$ cat src/rtl/demo_fm_loader_if.sv
// AXI4-Stream read channel from the DMA (MM2S) into the feature-map loader.
interface demo_fm_loader_if #(
  parameter int unsigned DATA_W = 64
) ();

  logic [DATA_W-1:0]   tdata;
  logic [DATA_W/8-1:0] tkeep;
  logic                tlast;
  logic                tvalid;
  logic                tready;

  // DMA side drives the beat, loader returns the accept.
  modport master (
    output tdata,
    output tkeep,
    output tlast,
    output tvalid,
    input  tready
  );

  modport slave (
    input  tdata,
    input  tkeep,
    input  tlast,
    input  tvalid,
    output tready
  );

endinterface

$ cat src/rtl/demo_fm_loader.sv
// Feature-map loader: streams DMA beats into per-column byte-wide FM buffers.
// Byte lane k of each beat goes to PE column k; all columns share the beat address.
module demo_fm_loader #(
  parameter int unsigned DATA_W   = 64,
  parameter int unsigned PE_COL   = DATA_W / 8,
  parameter int unsigned FM_DEPTH = 512,
  localparam int unsigned AW      = $clog2(FM_DEPTH)
) (
  input  logic                 clk,
  input  logic                 rst_n,
  input  logic                 start,
  input  logic [AW:0]          start_len,
  input  logic                 start_pp,
  output logic                 busy,
  output logic                 done,
  output logic                 err,
  demo_fm_loader_if.slave      m_axis_mm2s,
  output logic [AW*PE_COL-1:0] load_fm_wr_addr,
  output logic [8*PE_COL-1:0]  load_fm_din,
  output logic [PE_COL-1:0]    load_fm_wr_en,
  output logic [PE_COL-1:0]    load_fm_ping_pong
);

  localparam logic [AW:0] DepthLen = (AW + 1)'(FM_DEPTH);
  localparam logic [AW:0] LenOne   = (AW + 1)'(1);

  typedef enum logic [1:0] {StIdle, StLoad, StDone} state_e;

  state_e              state_q, state_d;
  logic [AW-1:0]       cnt_q;
  logic [AW:0]         len_q;
  logic                pp_q;
  logic                err_q;
  logic [PE_COL-1:0]   wr_en_q;
  logic [8*PE_COL-1:0] din_q;
  logic [AW-1:0]       addr_q;

  logic start_acc;
  logic beat_acc;
  logic final_beat;
  logic tready;

  assign start_acc  = (state_q == StIdle) && start;
  assign beat_acc   = m_axis_mm2s.tvalid && tready;
  assign final_beat = ({1'b0, cnt_q} == (len_q - LenOne));

  // State register.
  always_ff @(posedge clk or negedge rst_n) begin
    if (!rst_n) begin
      state_q <= StIdle;
    end else begin
      state_q <= state_d;
    end
  end

  // Next-state: zero or oversize lengths skip straight to DONE.
  always_comb begin
    state_d = state_q;
    unique case (state_q)
      StIdle: begin
        if (start) begin
          if ((start_len == '0) || (start_len > DepthLen)) begin
            state_d = StDone;
          end else begin
            state_d = StLoad;
          end
        end
      end
      StLoad: begin
        // An early tlast also terminates the load.
        if (beat_acc && (final_beat || m_axis_mm2s.tlast)) begin
          state_d = StDone;
        end
      end
      StDone:  state_d = StIdle;
      default: state_d = StIdle;
    endcase
  end

  // State-decoded outputs.
  always_comb begin
    busy   = 1'b0;
    done   = 1'b0;
    tready = 1'b0;
    unique case (state_q)
      StIdle: ;
      StLoad: begin
        busy   = 1'b1;
        tready = 1'b1;
      end
      StDone: begin
        busy = 1'b1;
        done = 1'b1;
      end
      default: ;
    endcase
  end

  // Beat counter, latched start parameters, sticky error and registered write port.
  always_ff @(posedge clk or negedge rst_n) begin
    if (!rst_n) begin
      cnt_q   <= '0;
      len_q   <= '0;
      pp_q    <= 1'b0;
      err_q   <= 1'b0;
      wr_en_q <= '0;
      din_q   <= '0;
      addr_q  <= '0;
    end else begin
      wr_en_q <= '0;
      if (start_acc) begin
        cnt_q <= '0;
        len_q <= start_len;
        pp_q  <= start_pp;
        err_q <= (start_len > DepthLen);
      end else if (beat_acc) begin
        cnt_q   <= cnt_q + 1'b1;
        wr_en_q <= m_axis_mm2s.tkeep[PE_COL-1:0];
        din_q   <= m_axis_mm2s.tdata[8*PE_COL-1:0];
        addr_q  <= cnt_q;
        // Error when tlast disagrees with the expected final beat.
        if (final_beat != m_axis_mm2s.tlast) begin
          err_q <= 1'b1;
        end
      end
    end
  end

  assign m_axis_mm2s.tready = tready;
  assign err                = err_q;
  assign load_fm_wr_en      = wr_en_q;
  assign load_fm_din        = din_q;
  assign load_fm_wr_addr    = {PE_COL{addr_q}};
  assign load_fm_ping_pong  = {PE_COL{pp_q}};

endmodule
$ cat src/flat_wrapper.sv
// flat-port wrapper written by rule: the top's interface ports become plain ports
module demo_fm_loader_flat 
#(
  parameter int unsigned DATA_W   = 64,
  parameter int unsigned PE_COL   = DATA_W / 8,
  parameter int unsigned FM_DEPTH = 512,
  localparam int unsigned AW      = $clog2(FM_DEPTH)
)
  (clk, rst_n, start, start_len, start_pp, busy, done, err, load_fm_wr_addr, load_fm_din, load_fm_wr_en, load_fm_ping_pong, m_axis_mm2s_tdata, m_axis_mm2s_tkeep, m_axis_mm2s_tlast, m_axis_mm2s_tvalid, m_axis_mm2s_tready);
  demo_fm_loader_if #(.DATA_W(DATA_W)) m_axis_mm2s_i ();
  input  logic clk;
  input  logic rst_n;
  input  logic start;
  input  logic [AW:0] start_len;
  input  logic start_pp;
  output logic busy;
  output logic done;
  output logic err;
  output logic [AW*PE_COL-1:0] load_fm_wr_addr;
  output logic [8*PE_COL-1:0] load_fm_din;
  output logic [PE_COL-1:0] load_fm_wr_en;
  output logic [PE_COL-1:0] load_fm_ping_pong;
  input wire logic [$bits(m_axis_mm2s_i.tdata)-1:0] m_axis_mm2s_tdata;
  input wire logic [$bits(m_axis_mm2s_i.tkeep)-1:0] m_axis_mm2s_tkeep;
  input wire logic [$bits(m_axis_mm2s_i.tlast)-1:0] m_axis_mm2s_tlast;
  input wire logic [$bits(m_axis_mm2s_i.tvalid)-1:0] m_axis_mm2s_tvalid;
  output wire logic [$bits(m_axis_mm2s_i.tready)-1:0] m_axis_mm2s_tready;
  assign m_axis_mm2s_i.tdata = m_axis_mm2s_tdata;
  assign m_axis_mm2s_i.tkeep = m_axis_mm2s_tkeep;
  assign m_axis_mm2s_i.tlast = m_axis_mm2s_tlast;
  assign m_axis_mm2s_i.tvalid = m_axis_mm2s_tvalid;
  assign m_axis_mm2s_tready = m_axis_mm2s_i.tready;
  demo_fm_loader #(.DATA_W(DATA_W), .PE_COL(PE_COL), .FM_DEPTH(FM_DEPTH)) u_core (.clk(clk), .rst_n(rst_n), .start(start), .start_len(start_len), .start_pp(start_pp), .busy(busy), .done(done), .err(err), .m_axis_mm2s(m_axis_mm2s_i), .load_fm_wr_addr(load_fm_wr_addr), .load_fm_din(load_fm_din), .load_fm_wr_en(load_fm_wr_en), .load_fm_ping_pong(load_fm_ping_pong));
endmodule
$ cat config.mk
export PLATFORM = sky130hd
export DESIGN_NAME = demo_fm_loader_flat
export DESIGN_NICKNAME = d
export VERILOG_FILES = /design/src/rtl/demo_fm_loader_if.sv /design/src/rtl/demo_fm_loader.sv /design/src/flat_wrapper.sv
export SDC_FILE = /design/constraint.sdc
export NUM_CORES = 1
export LEC_CHECK = 0
export CAP_MARGIN = 20
export CORE_ASPECT_RATIO = 1.4
export CORE_MARGIN = 1
export CORE_UTILIZATION = 37
export DETAILED_ROUTE_END_ITERATION = 7
export PLACE_DENSITY = 0.78
export SLEW_MARGIN = 25
export SYNTH_ARGS = -nofsm -noshare
export SYNTH_HDL_FRONTEND = slang
export SYNTH_SLANG_ARGS = --single-unit
$ cat constraint.sdc
create_clock -name clk -period 2.7 [get_ports clk]
set_input_delay 0.27 -clock clk [delete_from_list [all_inputs] [get_ports clk]]
set_output_delay 0.27 -clock clk [all_outputs]
set_load 0.03 [all_outputs]
After elaboration in Yosys (flattened, before gate mapping) --
Cells that the tools add are included.
Word-level totals: bits of input ports 88, register bits after elaboration 104
Cells by class: bitwise logic cells 1, muxes and demuxes 14, reductions and logical operators 13, $add $sub $neg 2, magnitude comparators 1, equality and inequality tests 6
Operator list (number):
- $mux W9 | 2
- $mux W8 | 2
- $eq A9 B10 Y1 | 1
- $gt A10 B10 Y1 const B | 1
- $logic_not A10 Y1 | 1
- $sub A10 B1 Y10 const B | 1
- $add A9 B1 Y9 const B | 1
- $mux W1 | 6
- $mux W2 | 3
- $reduce_and A2 Y1 | 3
- $pmux W2 S2 | 1
- $reduce_bool A2 Y1 | 2
- $logic_and A1 B1 Y1 | 3
- $eq A2 B1 Y1 const B | 1
- $eq A2 B2 Y1 const B | 1
- $logic_not A2 Y1 | 1
- $logic_or A1 B1 Y1 | 2
- $ne A2 B1 Y1 const B | 1
- $ne A2 B2 Y1 const B | 1
- $reduce_or A2 Y1 | 1
- $ne A1 B1 Y1 | 1
- $not A1 Y1 | 1

Depth between registers and ports, before layout --
Gate-level depths: netlist of run 1.
depth after elaboration 6, depth in mapped cells 11

Worst setup path after synthesis of run 1 --
OpenSTA, ideal clock, no wires.
path type flip-flop to flip-flop, start point reg u_core.len_q[3], end point reg u_core.state_q[0], setup slack -0.086 ns, data arrival time 2.664 ns, setup time 0.122 ns, stages on the path, launching flop included 11, data required time 2.578 ns, cell sequence dfrtp_1 buf_6 or4_4 o31a_1 or4_1 a22oi_1 o2111ai_1 ha_1 o21ai_0 o21ai_0 a32o_1
Between the ends: word-level cells in the longest chain between the ends 6
Ends and longest elaborated chain:
- from (decl) | RTL line demo_fm_loader.sv:31 | logic [AW:0] len_q;
- from (signal assigned) | RTL line demo_fm_loader.sv:113 | len_q <= start_len;
- $sub A10 B1 Y10 | RTL line demo_fm_loader.sv:45 | assign final_beat = ({1'b0, cnt_q} == (len_q - LenOne));
- $eq A9 B10 Y1 | RTL line demo_fm_loader.sv:45
- $logic_or A1 B1 Y1 | RTL line demo_fm_loader.sv:71 | if (beat_acc && (final_beat || m_axis_mm2s.tlast)) begin
- $logic_and A1 B1 Y1 | RTL line demo_fm_loader.sv:71
- $ne A2 B1 Y1 (no line)
- $reduce_and A2 Y1 (no line)
- to (signal assigned) | RTL line demo_fm_loader.sv:50 | state_q <= StIdle;
- to (signal assigned) | RTL line demo_fm_loader.sv:52 | state_q <= state_d;
- to (decl) | RTL line demo_fm_loader.sv:29 | state_e state_q, state_d;
No other way between the ends. A chain may end at the register's enable or synchronous reset.

Final worst setup path of run 1 --
start point reg u_core.len_q[5], end point reg u_core.state_q[0]
Same word-level chain as after synthesis.

==> summary.md, run 1 <==
| Metric | Value |
|---|---|
| Simple-Gate Fraction of Synth Area | `8.39%` |
| Status | `finished with violations` |
| Clock latency on the worst-skew pair | `0.34 ns` |
| Cell Area, Placed | `7050 µm²` |
| Leak Pwr | `~3.1 nW` |
| Fin crit share | `103%` |
| #FFs+latches synth | `104` |
| Chip width | `99.2 µm` |
| FMAX | `0.360 GHz` |
| Post-synthesis compound-gate area fraction | `4.45%` |
| GRT Resource Usage Total | `a little under a fifth` |
| Worst setup margin | `-0.0783 ns` |
| Post-route insts no fill | `between 700 and 800` |
| Port bufs | `243` |
| DRC Markers | `0` |
| Post-synthesis sequential area ratio | `between 50% and 60%` |
| Failing checks | `negative setup slack` |
| Post-DRT Antenna Nets | `0` |
| Worst Tran Pin Value | `0.604 ns` |
| Post-Synthesis Net Count | `506` |
| Initial antenna violation count | `0` |
| Number of global-route vias before repair | `about 4000` |
| DP Cell Count | `about 740` |
| Largest net degree at the start of global routing | `about 60` |
| Fin nets | `a little under 700` |
| Post-route design area | `7350 µm²` |
| Max VDD drop | `0.640 mV` |
| Critical path fanouts, max | `2` |
| Kind of critical path | `reg2reg` |
| Min cycle time layout | `2.78 ns` |
| Share of post-route cells with drive strength above 1 | `18.2%` |
| Final Hold Fails | `0` |
| Cell internal pwr | `0.00476 W` |
| CP arrival | `3.00 ns` |
| Slew Limit Fails | `0` |
| Clock root buffer | `clkbuf_16` |
| Worst setup EP type | `flop` |
| R2R depth | `9` |
| GRT overflow | `0` |
| Synth warn | `0` |
| Synth async-reset ratio | `100%` |
| R2r setup slk | `-0.08 ns` |
| Inserted Clock Buffers | `9` |
| Clk_skew | `0.0107 ns` |
| Initial Util | `38.0%` |
| Most used DFF post-synth | `dfrtp_1` |
| Final HPWL DP | `9490 µm` |
| Mux share of post-synthesis cell area | `16.8%` |
| Reg power frac | `31.4%` |
| Worst-path clk slew | `0.07 ns` |
| Placer congestion estimate | `0.776` |
| Reg2Reg Launch Point | `u_core.len_q[5]` |
| Hold Path Class | `in2reg` |
| Clk buf depth | `2` |
| Comb pwr share | `53.3%` |
| Die Span Y | `138 µm` |
| Fill count | `1112` |
| Main combinational cell family by area after synthesis | `multiplexers` |
| Sw Pwr | `approximately 0.0033 W` |
| DRT Pass-1 Iters | `4` |
| Reg2Reg Capture Point | `u_core.state_q[0]` |
| 1st-iter DRT viols | `102` |
| Avg Cell Area, Syn | `11.9 µm²` |
| Final Util | `57.1%` |
| Count of cell types in the netlist | `39` |
| Clock sinks | `around 100` |
| Worst setup SP type | `flop` |
| Row Count | `49` |
| Cells after Synth | `412` |
| Die area | `13700 µm²` |
| Vias per inst | `approximately 4.9` |
| Power Total | `just over 0.008 W` |
| Diode count | `0` |
| Final Setup Violations | `2` |
| Critical Path End | `u_core.state_q[0]` |
| Adder-Cell Fraction of Synth Area | `about 1.5%` |
| Relative max-transition margin | `around 60%` |
| Pre-CTS setup slack | `-0.113 ns` |
| EDFF count, synth | `0` |
| Unrepaired setup endpoints after global routing | `true` |
| Final WL | `about 13000 µm` |
| Max-cap violations | `0` |
| Pwr Density | `1100 nW/µm²` |
| Commonest non-fill, non-tap cell in the layout | `clkdlybuf4s50_1` |
| Area growth syn-to-layout | `50.4%` |
| Sw Ratio | `41.0%` |
| First-pass GRT wire length | `a little over 20000 µm` |
| Clock power frac | `15.3%` |
| CP Data Required Time | `2.92 ns` |
| Synth Area in XOR/XNOR | `2.69%` |
| H-Tree Depth | `3` |
| CORE AREA | `12900 µm²` |
| Vias after detailed routing | `between 3000 and 4000` |
| Netlist Area Pre-Place | `4890 µm²` |
| Routed WL per cell | `16.7 µm` |
| Postcts setup bufs | `0` |
| Most frequent cells in the layout | `clkdlybuf4s50_1, dfrtp_1, mux2_2` |
| Worst Setup SP | `u_core.len_q[5]` |
| Ports | `244` |
| CTS tree | `yes` |
-- power by group through the flow --
stage | Clock (W) | Combinational [W] | Sequential (W)
6_report | 0.00124 | 0.00430 | 0.00254
5_1_grt | 0.00134 | 0.00454 | 0.00263
4_1_cts | 0.00129 | 0.00431 | 0.00255
3_5_place_dp | 0 | 0.00428 | 0.00257
3_3_place_gp | 0 | 0.00421 | 0.00252
2_1_floorplan | 0 | 0.00160 | 0.00353
-- kinds of logic (layout without fill, tap and decap cells) --
| logic type | Yosys count | count (layout) |
|---|---|---|
| DFF | 104 | 104 |
| buffers and inverters | 95 | 282 |
| and+or+nand+nor | 86 | 86 |
| muxes | 73 | 73 |
| AOI/OAI and AO/OA | 33 | 33 |
| xor gates and xnor gates | 15 | 15 |
| adders and majority gates | 6 | 6 |
-- registers in the layout (all words and copies together) (netlist names) --
signal	flops
u_core.addr_q	9
u_core.cnt_q	9
u_core.err	1
u_core.len_q	10
u_core.load_fm_din	64
u_core.load_fm_wr_en	8
u_core.pp_q	1
u_core.state_q	2
-- worst max-delay path: stages (launching register included) --
cell       delay [ns]
dfrtp_1          0.38
or4_4            0.54
o31a_1           0.25
or4_1            0.47
a22oi_1          0.21
o2111ai_1        0.15
ha_2             0.22
o21ai_2          0.15
o21ai_2          0.08
a32o_2           0.22
-- layout make-up --
cell class	count	area, µm²	share of cell area, %
Clock buffer	11	243	3.30
Clock inverter	5	40.0	0.544
Inverter	10	37.5	0.510
Multi-Input combinational cell	213	1690	22.9
Sequential cell	104	2600	35.4
Tap cell	153	191	2.60
Timing Repair Buffer	256	2550	34.7
-- Yosys cell counts (2+ instances only) --
cell      count  area, µm²
xnor2_1       6       52.6
dfrtp_1     104       2600
a41oi_1       2       17.5
o21ai_0       9       45.0
mux2_2       73        822
o21bai_1      2       15.0
nand3_1       8       40.0
ha_1          6       75.1
and3_1       10       62.6
nor2_1       14       52.6
inv_1        10       37.5
nor4_1        3       18.8
nand2_1      35        131
or3_1         3       18.8
clkbuf_1     12       45.0
xor2_1        9       78.8
a211oi_1      3       22.5
a21oi_1       8       40.0
nor2b_1       2       12.5
buf_4        71        533
nor3_1        4       20.0
-- worst min path at each step --
stage                       startpoint                       to  slack [ns]  cells past startpoint
after detailed placement         rst_n  u_core.load_fm_wr_en[6]        0.32                      1
after global placement           rst_n              u_core.pp_q        0.31                      1
after CTS                     start_pp              u_core.pp_q        0.46                      3
after floorplan                  rst_n         u_core.addr_q[0]       -0.03                      0
after global routing      start_len[8]          u_core.len_q[8]        0.49                      3
final                         start_pp              u_core.pp_q        0.47                      3
-- layer usage --
| metal | global-route usage (%) | vias to the layer above | routed length [µm] |
|---|---|---|---|
| met5 | 0 | - | 0 |
| met4 | 9.21 | 0 | 498 |
| met3 | 5.56 | 34 | 888 |
| met2 | 36.0 | 171 | 6880 |
| met1 | 18.2 | 1758 | 4260 |
| li1 | - | 1697 | - |
-- timing repair --
action / 4_1_cts / 5_1_grt
hold buffers: 1 / 0
endpoints found under the setup margin: 2 / 3
gates resized for setup: 1 / 5
endpoints found under the hold margin: 46 / 0
pin swaps: 2 / 3
-- stage by stage --
stage                     setup TNS, ns  hold slack [ns]
after detailed placement         -0.198            0.323
after CTS                        -0.107            0.462
final                            -0.114            0.467
after global routing             -0.364            0.485
after floorplan                       0          -0.0256
after global placement          -0.0181            0.305
Power figures use the tool's default switching activity.
==> inputs of run 2 (changes only) <==
RECOVER_POWER = 100   (was not set)
==> run 2 against run 1 <==
Compared with the run above:
- fmax grew 0.65%
- die area is the same
- combinational power shrank 5.8%
- design area shrank 0.46%
- the flow still finishes with violations (negative setup slack)
- hold slack is essentially flat
- flip-flop and latch count is the same
- power shrank 3.5%
- critical path type unchanged
==> summary.md, run 2 (synthesis gave the netlist of run 1 again) <==
| Metric | Value |
|---|---|
| Critical path fanouts, max | `2` |
| Kind of critical path | `reg2reg` |
| Pwr Density | `approximately 1100 nW/µm²` |
| CTS tree | `yes` |
| Area growth syn-to-layout | `49.7%` |
| Port bufs | `between 200 and 250` |
| Initial antenna violation count | `0` |
| Hold Path Class | `in2reg` |
| Top cell family by delay on the critical path | `compound AO/OA/AOI/OAI gates` |
| Status | `finished with violations` |
| Worst setup SP type | `flop` |
| Top cell by count, worst path | `o21ai_2` |
| First-pass GRT wire length | `around 20000 µm` |
| Final Util | `56.9%` |
| GRT Resource Usage Total | `18.9%` |
| Leak Pwr | `about 3.5 nW` |
| Largest net degree at the start of global routing | `59` |
| H-Tree Depth | `3` |
| Die area | `13700 µm²` |
| Row Count | `49` |
| Largest register FFs | `64` |
| Relative max-transition margin | `roughly a quarter` |
| Ports | `244` |
| Inserted Clock Buffers | `9` |
| Most frequent cells in the layout | `dlygate4sd3_1, dfrtp_1, clkdlybuf4s50_1` |
| CP arrival | `2.99 ns` |
| Share of post-route cells with drive strength above 1 | `between 15 and 20%` |
| Worst setup margin | `-0.0604 ns` |
| Delay of the slowest cell on the worst path | `roughly 0.54 ns` |
| Failing checks | `negative setup slack` |
| Min cycle time layout | `2.76 ns` |
| CP Data Required Time | `2.92 ns` |
| Slowest CP cell | `or4_4` |
| Clk buf depth | `2` |
| Initial Util | `38.0%` |
| 1st-iter DRT viols | `about 110` |
| Worst-path clk slew | `0.07 ns` |
| Clock latency on the worst-skew pair | `0.35 ns` |
| CORE AREA | `12900 µm²` |
| Max VDD drop | `0.606 mV` |
| Clk_skew | `0.0117 ns` |
| Commonest non-fill, non-tap cell in the layout | `dlygate4sd3_1` |
| Vias after detailed routing | `3674` |
| Postcts setup bufs | `0` |
| Final Hold Fails | `0` |
| Final WL | `12500 µm` |
| Worst Tran Pin Value | `1.13 ns` |
| Chip width | `99.2 µm` |
| Die Span Y | `between 100 and 150 µm` |
| GRT overflow | `0` |
| Post-DRT Antenna Nets | `0` |
| Worst setup EP type | `flop` |
| Clock sinks | `104` |
| Unrepaired setup endpoints after global routing | `true` |
| DRT Pass-1 Iters | `4` |
| FMAX | `0.362 GHz` |
| Worst path bufs/invs | `0` |
| DRC Markers | `0` |
| Final HPWL DP | `~9500 µm` |
| Number of global-route vias before repair | `4016` |
| Max-cap violations | `0` |
| Clock root buffer | `clkbuf_16` |
| Critical-path cell list | `or4_4 > o31a_1 > or4_1 > a22oi_1 > o2111ai_1 > ha_2 > o21ai_2 > o21ai_2 > a32o_2` |
| Pre-CTS setup slack | `-0.113 ns` |
| Diode count | `0` |
| Final Setup Violations | `2` |
| Fin crit share | `102%` |
| Vias per inst | `4.89` |
| Placer congestion estimate | `0.776` |
| Routed WL per cell | `16.6 µm` |
| Fin nets | `688` |
| Post-route insts no fill | `752` |
| Slew Limit Fails | `0` |
| DP Cell Count | `~740` |
-- run 2: changes by cell type in the layout (fill, tap and decap cells not counted), sizes merged --
| cell | before | now |
|---|---|---|
| dlygate4sd3 | 1 | 157 |
| clkdlybuf4s50 | 242 | 86 |
| clkbuf | 11 | 16 |
| buf | 13 | 8 |
-- run 2: per-stage QoR --
step | instance area, µm² | TNS, ns | hold WS [ns] | total power (W)
2_1_floorplan | 4900 | 0 | -0.0256 | 0.00513
3_3_place_gp | 7050 | -0.0181 | 0.305 | 0.00673
3_5_place_dp | 7050 | -0.198 | 0.323 | 0.00685
4_1_cts | 7340 | -0.107 | 0.462 | 0.00814
5_1_grt | 7320 | -0.368 | 0.485 | 0.00822
6_report | 7320 | -0.0786 | 0.467 | 0.00780
-- run 2: what timing repair did --
item | 4_1_cts | 5_1_grt
pin swaps | 2 | 3
hold buffers | 1 | 0
endpoints found under the setup margin | 2 | 3
endpoints found under the hold margin | 46 | 0
resized for setup | 1 | 5
-- run 2: layout make-up --
class | count | area [µm²]
Clock buffer | 11 | 243
Clock inverter | 5 | 40.0
Fill cell | 1115 | 5550
Inverter | 10 | 37.5
Multi-Input combinational cell | 213 | 1690
Sequential cell | 104 | 2600
Tap cell | 153 | 191
Timing Repair Buffer | 256 | 2520
-- run 2: routing by layer --
layer | track usage, % | routed length, µm | up-vias
li1 | - | - | 1698
met1 | 18.2 | 4200 | 1771
met2 | 36.0 | 6860 | 171
met3 | 5.56 | 900 | 34
met4 | 9.21 | 497 | 0
met5 | 0 | 0 | -
-- run 2: worst reg2reg max path, cell delays in order, from the launching register on --
cell and delay (ns):
dfrtp_1 0.38, or4_4 0.54, o31a_1 0.25, or4_1 0.47, a22oi_1 0.19, o2111ai_1 0.14, ha_2 0.22, o21ai_2 0.15
o21ai_2 0.08, a32o_2 0.22
-- run 2: path summary, 6_finish.rpt --
check	start	endpoint	slack [ns]	cells past startpoint
max	u_core.len_q[5]	u_core.state_q[0]	-0.06	9
min	start_pp	u_core.pp_q	0.47	3
max reg2reg	u_core.len_q[5]	u_core.state_q[0]	-0.06	9
min reg2reg	u_core.load_fm_din[10]	u_core.load_fm_din[10]	0.50	1
max in group asynchronous	rst_n	u_core.load_fm_din[50]	0.49	3
min in group asynchronous	rst_n	u_core.load_fm_wr_en[6]	0.71	2
-- run 2: report_power, final --
| group | leakage [nW] | internal (W) | total, W | switching, W |
|---|---|---|---|---|
| clock | 0.134 | 0.000660 | 0.00124 | 0.000580 |
| sequential | 1.31 | 0.00216 | 0.00251 | 0.000351 |
| combinational | 2.01 | 0.00170 | 0.00405 | 0.00235 |
==> inputs of run 3 (changes only) <==
--- a/config.mk
+++ b/config.mk
@@ -6,4 +6,5 @@
 export NUM_CORES = 1
 export LEC_CHECK = 0
+export ABC_CLOCK_PERIOD_IN_PS = 2700
 export CAP_MARGIN = 20
 export CORE_ASPECT_RATIO = 1.4
==> constraint.sdc (replaced) <==
create_clock -name clk -period 2.7 [get_ports clk]
set_input_delay 0.54 -clock clk [delete_from_list [all_inputs] [get_ports clk]]
set_output_delay 0.54 -clock clk [all_outputs]
set_load 0.03 [all_outputs]
==> run 3 against run 2 <==
Compared with the run above:
- the flow still finishes with violations (negative setup slack)
- first-iteration DRC count up 13%
- hold slack worse by 0.091 ns
- via count up 1.3%
- clock skew down 0.0032 ns
- die area unchanged
- critical path type unchanged
- highest routed layer unchanged
==> summary.md, run 3 (synthesis gave the netlist of run 1 again) <==
| Metric | Value |
|---|---|
| Largest register FFs | `64` |
| Status | `finished with violations` |
| CP arrival | `2.98 ns` |
| 1st-iter DRT viols | `120` |
| Commonest non-fill, non-tap cell in the layout | `dlygate4sd3_1` |
| Vias per inst | `4.94` |
| DRT Pass-1 Iters | `4` |
| Fin crit share | `102%` |
| FMAX | `0.363 GHz` |
| Area growth syn-to-layout | `50.4%` |
| Most frequent cells in the layout | `dlygate4sd3_1, dfrtp_1, clkdlybuf4s50_1` |
| Row Count | `slightly below 50` |
| CTS tree | `yes` |
| Worst setup margin | `-0.0516 ns` |
| Final Hold Fails | `0` |
| Max VDD drop | `between 0.6 and 0.7 mV` |
| Worst setup SP type | `flop` |
| Initial antenna violation count | `0` |
| Fin nets | `a little under 700` |
| Worst setup EP type | `flop` |
| Cell Area, Placed | `between 7000 and 8000 µm²` |
| Clk buf depth | `2` |
| Hold buffers post-CTS | `0` |
| DRC Markers | `0` |
| Worst-path clk slew | `0.07 ns` |
| Leak Pwr | `3.47 nW` |
| Share of post-route cells with drive strength above 1 | `a little under a fifth` |
| Kind of critical path | `reg2reg` |
| Largest net degree at the start of global routing | `63` |
| R2r setup slk | `-0.05 ns` |
| Area of the multi-input gates | `1700 µm²` |
| Worst Tran Pin Value | `1.05 ns` |
| Die area | `13700 µm²` |
| Routed WL per cell | `16.0 µm` |
| Unrepaired setup endpoints after global routing | `true` |
| Clock sinks | `between 100 and 150` |
| Critical path fanouts, max | `2` |
| Failing checks | `negative setup slack` |
| Pwr Density | `~1100 nW/µm²` |
| Vias after detailed routing | `3723` |
| Hold Path Class | `in2async` |
| Post-route design area | `7350 µm²` |
| R2R depth | `9` |
| Placer congestion estimate | `between 0.8 and 0.9` |
| Max-cap violations | `0` |
| Inserted Clock Buffers | `9` |
| Post-DRT Antenna Nets | `0` |
| Ports | `244` |
| Relative max-transition margin | `30.1%` |
| GRT Resource Usage Total | `18.3%` |
| FF/Latch Area | `2600 µm²` |
| Final HPWL DP | `about 9200 µm` |
| Slew Limit Fails | `0` |
| Clock latency on the worst-skew pair | `~0.34 ns` |
| Clock root buffer | `clkbuf_16` |
| Port bufs | `between 200 and 250` |
| GRT overflow | `0` |
| Fill count | `1095` |
| Final Setup Violations | `2` |
| Hold Slack | `0.376 ns` |
| Min cycle time layout | `2.75 ns` |
| H-Tree Depth | `3` |
| Diode count | `0` |
| Clk_skew | `0.00846 ns` |
| Initial Util | `38.0%` |
| First-pass GRT wire length | `between 15000 and 20000 µm` |
| CORE AREA | `12900 µm²` |
| Number of global-route vias before repair | `3970` |
| Chip width | `99.2 µm` |
| Final WL | `12100 µm` |
| CP Data Required Time | `2.93 ns` |
| Die Span Y | `138 µm` |
run 3: where the power goes:
part           total [W]  internal (W)  switching [W]
combinational    0.00408       0.00172        0.00236
sequential       0.00251       0.00216       0.000350
clock            0.00132      0.000731       0.000591
run 3: final cells by class:
cell class	count	area share, %
sequential	104	35.4
clock buffer	10	3.11
inverter	10	0.510
timing repair buffer	257	34.3
multi-input combinational	213	23.1
clock inverter	6	0.987
tap	153	2.60
run 3: critical path, stage by stage, from the launching register on:
cell       delay [ns]
dfrtp_1          0.38
or4_4            0.53
o31a_1           0.26
or4_4            0.48
a22oi_2          0.21
o2111ai_2        0.14
ha_2             0.23
o21ai_2          0.14
o21ai_2          0.08
a32o_1           0.20
run 3: worst paths after layout:
path / start / to
max in group asynchronous: rst_n / u_core.load_fm_din[48]
setup / recovery: u_core.len_q[6] / u_core.state_q[0]
min in group clk: u_core.load_fm_din[21] / u_core.load_fm_din[21]
setup reg to reg: u_core.len_q[6] / u_core.state_q[0]
hold / removal: rst_n / u_core.pp_q
hold reg to reg: u_core.load_fm_din[21] / u_core.load_fm_din[21]
run 3: what timing repair did:
action	4_1_cts	5_1_grt
setup buffers	0	2
pin swaps	2	4
endpoints found under the setup margin	2	3
resized for setup	3	3
run 3: per-stage QoR:
stage	instances	worst slack, ns	total power [W]	setup TNS (ns)	util (%)
2_1_floorplan	412	0.0160	0.00513	0	-
3_5_place_dp	735	-0.0646	0.00685	-0.112	54.7
3_3_place_gp	735	-0.0129	0.00673	-0.0129	54.7
6_report	753	-0.0516	0.00791	-0.0813	57.1
4_1_cts	751	-0.0486	0.00825	-0.0895	57.2
5_1_grt	753	-0.132	0.00834	-0.234	57.1
run 3: per-layer routing:
| layer | vias up | track usage [%] | wire, µm |
|---|---|---|---|
| met5 | - | 0 | 0 |
| met4 | 0 | 8.75 | 422 |
| met3 | 33 | 5.26 | 855 |
| met2 | 165 | 34.1 | 6640 |
| met1 | 1816 | 18.3 | 4150 |
| li1 | 1709 | - | - |
